[config.mk]
export PLATFORM = sky130hd
export DESIGN_NAME = cache_refill_ctrl
export DESIGN_NICKNAME = d
export VERILOG_FILES = /design/src/rtl/cache_refill_ctrl.sv
export SDC_FILE = /design/constraint.sdc
export NUM_CORES = 1
export LEC_CHECK = 0
export CORE_AREA = 2 2 280 171
export DETAILED_ROUTE_END_ITERATION = 6
export DIE_AREA = 0 0 282 173
export GPL_ROUTABILITY_DRIVEN = 0
export PLACE_DENSITY = 0.52
export SETUP_SLACK_MARGIN = 0.15
export SLEW_MARGIN = 10
export SYNTH_ARGS = -nofsm -noshare
export SYNTH_HDL_FRONTEND = slang
export SYNTH_SLANG_ARGS = --single-unit
export TNS_END_PERCENT = 50
[constraint.sdc]
create_clock -name clk -period 2.8 [get_ports clk]
set_input_delay 0.56 -clock clk [delete_from_list [all_inputs] [get_ports clk]]
set_output_delay 0.56 -clock clk [all_outputs]
set_load 0.01 [all_outputs]
[src/rtl/cache_refill_ctrl.sv]
// cache_refill_ctrl: line-refill controller between the 4-way cache and main
// memory. A miss is served as four 32-bit read beats that are assembled into
// a 128-bit line and handed to the cache as a one-cycle fill write.
// Optional feature macro: CACHE_REFILL_WRITEBACK_EN builds the WB state and
// victim register so that a dirty victim is written back before the refill.
module cache_refill_ctrl #(
  parameter int WORD_W = 32,
  parameter int LINE_W = 4 * WORD_W
) (
  input  logic              clk,
  input  logic              rst,
  input  logic              req_v_i,
  input  logic [31:0]       req_addr_i,
  output logic              req_ready_o,
  input  logic              victim_dirty_i,
  input  logic [31:0]       victim_addr_i,
  input  logic [LINE_W-1:0] victim_line_i,
  output logic              mem_ren_o,
  output logic              mem_wen_o,
  output logic [31:0]       mem_addr_o,
  output logic [WORD_W-1:0] mem_wdata_o,
  input  logic              mem_ack_i,
  input  logic [WORD_W-1:0] mem_rdata_i,
  output logic              fill_wen_o,
  output logic [31:0]       fill_addr_o,
  output logic [LINE_W-1:0] fill_line_o,
  output logic              busy_o
);

  localparam logic [1:0] IDLE = 2'd0;
  localparam logic [1:0] WB   = 2'd1;
  localparam logic [1:0] RD   = 2'd2;
  localparam logic [1:0] FILL = 2'd3;

  logic [1:0]        state_q, state_d;
  logic [1:0]        beatCnt_q, beatCnt_d;
  logic [31:0]       lineBase_q, lineBase_d;
  logic [LINE_W-1:0] assembly_q, assembly_d;
  logic [31:0]       fillAddr_q, fillAddr_d;
  logic [LINE_W-1:0] fillLine_q, fillLine_d;

`ifdef CACHE_REFILL_WRITEBACK_EN
  logic [31:0]       victimBase_q, victimBase_d;
  logic [LINE_W-1:0] victimLine_q, victimLine_d;
  logic              unused_bits;
  assign unused_bits = ^{req_addr_i[3:0], victim_addr_i[3:0]};
`else
  logic              unused_bits;
  assign unused_bits = ^{req_addr_i[3:0], victim_dirty_i, victim_addr_i, victim_line_i};
`endif

  // Next-state logic: request accept, beat sequencing and line assembly.
  always_comb begin
    state_d    = state_q;
    beatCnt_d  = beatCnt_q;
    lineBase_d = lineBase_q;
    assembly_d = assembly_q;
    fillAddr_d = fillAddr_q;
    fillLine_d = fillLine_q;
`ifdef CACHE_REFILL_WRITEBACK_EN
    victimBase_d = victimBase_q;
    victimLine_d = victimLine_q;
`endif
    case (state_q)
      IDLE: begin
        if (req_v_i) begin
          lineBase_d = {req_addr_i[31:4], 4'b0000};
          beatCnt_d  = 2'd0;
          state_d    = RD;
`ifdef CACHE_REFILL_WRITEBACK_EN
          if (victim_dirty_i) begin
            victimBase_d = {victim_addr_i[31:4], 4'b0000};
            victimLine_d = victim_line_i;
            state_d      = WB;
          end
`endif
        end
      end
`ifdef CACHE_REFILL_WRITEBACK_EN
      WB: begin
        if (mem_ack_i) begin
          beatCnt_d = beatCnt_q + 2'd1;
          if (beatCnt_q == 2'd3) begin
            state_d = RD;
          end
        end
      end
`endif
      RD: begin
        if (mem_ack_i) begin
          assembly_d[beatCnt_q*WORD_W +: WORD_W] = mem_rdata_i;
          beatCnt_d = beatCnt_q + 2'd1;
          if (beatCnt_q == 2'd3) begin
            fillLine_d = assembly_d;
            fillAddr_d = lineBase_q;
            state_d    = FILL;
          end
        end
      end
      FILL: begin
        state_d = IDLE;
      end
      default: begin
        state_d = IDLE;
      end
    endcase
  end

  // State registers; reset abandons any partial line, victim and open beat.
  always_ff @(posedge clk) begin
    if (rst) begin
      state_q    <= IDLE;
      beatCnt_q  <= 2'd0;
      lineBase_q <= '0;
      assembly_q <= '0;
      fillAddr_q <= '0;
      fillLine_q <= '0;
`ifdef CACHE_REFILL_WRITEBACK_EN
      victimBase_q <= '0;
      victimLine_q <= '0;
`endif
    end else begin
      state_q    <= state_d;
      beatCnt_q  <= beatCnt_d;
      lineBase_q <= lineBase_d;
      assembly_q <= assembly_d;
      fillAddr_q <= fillAddr_d;
      fillLine_q <= fillLine_d;
`ifdef CACHE_REFILL_WRITEBACK_EN
      victimBase_q <= victimBase_d;
      victimLine_q <= victimLine_d;
`endif
    end
  end

  // Memory-side outputs decoded purely from registered state and counters.
  always_comb begin
    mem_ren_o   = 1'b0;
    mem_wen_o   = 1'b0;
    mem_addr_o  = '0;
    mem_wdata_o = '0;
    if (state_q == RD) begin
      mem_ren_o  = 1'b1;
      mem_addr_o = {lineBase_q[31:4], beatCnt_q, 2'b00};
    end
`ifdef CACHE_REFILL_WRITEBACK_EN
    if (state_q == WB) begin
      mem_wen_o   = 1'b1;
      mem_addr_o  = {victimBase_q[31:4], beatCnt_q, 2'b00};
      mem_wdata_o = victimLine_q[beatCnt_q*WORD_W +: WORD_W];
    end
`endif
  end

  assign req_ready_o = (state_q == IDLE);
  assign busy_o      = (state_q != IDLE);
  assign fill_wen_o  = (state_q == FILL);
  assign fill_addr_o = fillAddr_q;
  assign fill_line_o = fillLine_q;

endmodule

==> qor.txt <==
Outcome: finished, final reports clean
CP endpoint kind: primary output
Clock Pin Slew Worst Setup and Hold Paths: 0.06 ns
Layout cells sized above 1: 7.82%
Nets@finish: 1771
Initial Utilization: 24.9%
Least-Margin Pin Slew: 0.737 ns
Max-cap viol count: 0
Residual DRC count: 0
Remaining antenna violation count: 0
RSZ-0062 raised after global routing: true
Mapped Area: 11500 um^2
DR WL/cell: 18.9 um
Seq cells post-synth: 284
M2 GR Usage: 25.6%
Min cycle time layout: 2.57 ns
Area of the multi-input gates: 4890 um^2
Die area: 48800 um^2
Crit path launch type: register
Register Area: 5690 um^2
Setup tns final: 0 ns
FMAX: 388 MHz
Dpl cell area: 14400 um^2
Pwr dens: 587 nW/um^2
CORE AREA: 46000 um^2
Clock sink count: 284
Final Hold Fails: 0
Top cell type's share of synthesized area: 49.5%
Post-synth top cells: 284 x dfxtp_1, 208 x nand2_1, 154 x a21oi_1
Setup WS pre-CTS: 0.312 ns
Unique masters post-synth: 31
Root buffer cell: clkbuf_16
Layout fillers: 4750
WP data arrival: 2.01 ns
Critical setup path kind: reg -> out
# diodes: 0
Routed vias: 10400
Max-Slew Margin vs Limit: 50.9%
LEAKAGE: 5.26 nW
Slew Viols, Final: 0
Wire length of the first global-routing pass: 62300 um
Antenna violations before repair: 0
Largest net degree at the start of global routing: 135
Die H: 173 um
Seq/Total Area, Yosys: 49.5%
# port buffers: 253
Final Cycle Share: 91.9%
Clock Latency Late Sink: 0.57 ns
Synthesized area per cell: 8.43 um^2
Row cnt: 61
Post-synth EDFFs: 0
TritonCTS buffer count: 30
Non-Filler Instances: 2191
Fin worst setup slack: 0.226 ns
Gr busiest metal: met2
WP data required: 2.24 ns
CTS Buffer Depth: 3
GR Util met1: 23.1%
Final WL: 41400 um
Most frequent cell after synthesis: dfxtp_1
GR Layer Usage met3: 3.47%
Syn. warnings: 0
Detailed Route Iter0 Violations: 896
Placed wire-length estimate: 27100 um
Top FF cell, synth: dfxtp_1
Max IR drop VDD: 384 uV
Placed insts: 2134
Critical path peak fanout: 17
1st-pass router iterations: 5
Die W: 282 um
Vias per cell: 4.76
CTS tree: built
Min-Delay Path Class: in -> reg
GRT Overall Usage: 16.4%
Area delta synth->final: 35.9%
Leading area contributor after synthesis: dfxtp_1
Vias in the first global route: 9851
Clock skew: 0.00903 ns
Fin area: 15600 um^2
Overflow after GRT: 0
Fin Hold WS: 0.362 ns
Synth top area cells: dfxtp_1 50%, nand2_1 6.8%, a21oi_1 6.7%
Num ports: 458
H-tree lvl count: 1
Cells after synthesis: 1361
Post-CTS Setup Repair Bufs: 0
# setup viols final: 0
Async SR Flop Fraction: 0%
==> final timing paths <==
| check | startpoint | endpoint | slack [ns] | depth (start not counted) |
|---|---|---|---|---|
| max reg2reg | beatCnt_q[1] | fill_line_o[89] | 0.61 | 6 |
| min | rst | fill_addr_o[25] | 0.36 | 2 |
| max | state_q[1] | mem_addr_o[13] | 0.23 | 4 |
| min reg2reg | assembly_q[0] | assembly_q[0] | 0.45 | 2 |
==> power breakdown <==
| part | total (mW) | switching, mW | leakage (nW) | internal [mW] |
|---|---|---|---|---|
| logic | 0.620 | 0.404 | 2.43 | 0.215 |
| clock network | 4.42 | 1.76 | 0.539 | 2.66 |
| registers | 4.11 | 0.0258 | 2.29 | 4.08 |
| total | 9.15 | 2.19 | 5.26 | 6.96 |
==> cells in the final DEF (no fill, tap or decap), types with 3 or more instances in the layout <==
cell and n:
nand2b_1 32, buf_4 36, clkdlybuf4s50_1 250, nand2_1 208
nor3_1 64, buf_12 13, nor2_1 100, a221oi_1 64
clkbuf_8 10, nand3_1 132, a22o_1 32, ha_1 4
and4b_2 3, bufinv_16 4, dfxtp_1 284, inv_1 5
and2_1 31, clkbuf_16 32, conb_1 39, a311oi_1 32
a21oi_1 154, clkbuf_1 3, clkinv_4 3
==> per-layer routing <==
metal,part of all wire (%),wire length (um),up-vias
li1,-,-,4989
met1,47,19300,5047
met3,6.3,2620,48
met5,0,0,-
met4,2.1,869,0
met2,45,18600,337
==> layout make-up <==
cell class | count | area share [%]
Tap cell | 630 | 5.06
Inverter | 5 | 0.120
Timing Repair Buffer | 303 | 19.9
Clock inverter | 12 | 1.16
Sequential cell | 284 | 36.5
Clock buffer | 44 | 5.93
Multi-Input combinational cell | 913 | 31.4
==> sequential cells by signal (all words and copies together) (netlist names) <==
| signal | cells |
|---|---|
| assembly_q | 96 |
| beatCnt_q | 2 |
| fill_addr_o | 28 |
| fill_line_o | 128 |
| lineBase_q | 28 |
| state_q | 2 |
==> critical path: stages (launching register included) <==
cell and delay, ns:
dfxtp_1 0.33, nor2b_4 0.21, clkbuf_16 0.21, and2_1 0.13, clkdlybuf4s50_1 0.55
==> cells by family after synthesis <==
logic type                 after synthesis  synth area share (%)
buffers and inverters                  202                  9.63
other                                    1                0.0327
and+or+nand+nor                        586                  23.7
DFF                                    284                  49.5
AOI/OAI and AO/OA                      283                  16.5
adders and majority gates                5                 0.545
==> timing repair <==
item | in CTS | in global routing
endpoints found under the setup margin | 0 | 10
resized for setup | 0 | 3
hold buffers | 0 | 0
==> metrics by stage <==
stage | utilization [%] | power, mW
detailed placement | 31.4 | 4.82
global route | 33.9 | 9.50
finish | 33.9 | 9.15
global placement | 31.4 | 4.81
floorplan | - | 4.54
CTS | 33.8 | 9.29
Note: power is estimated with default switching activity, not from simulation.
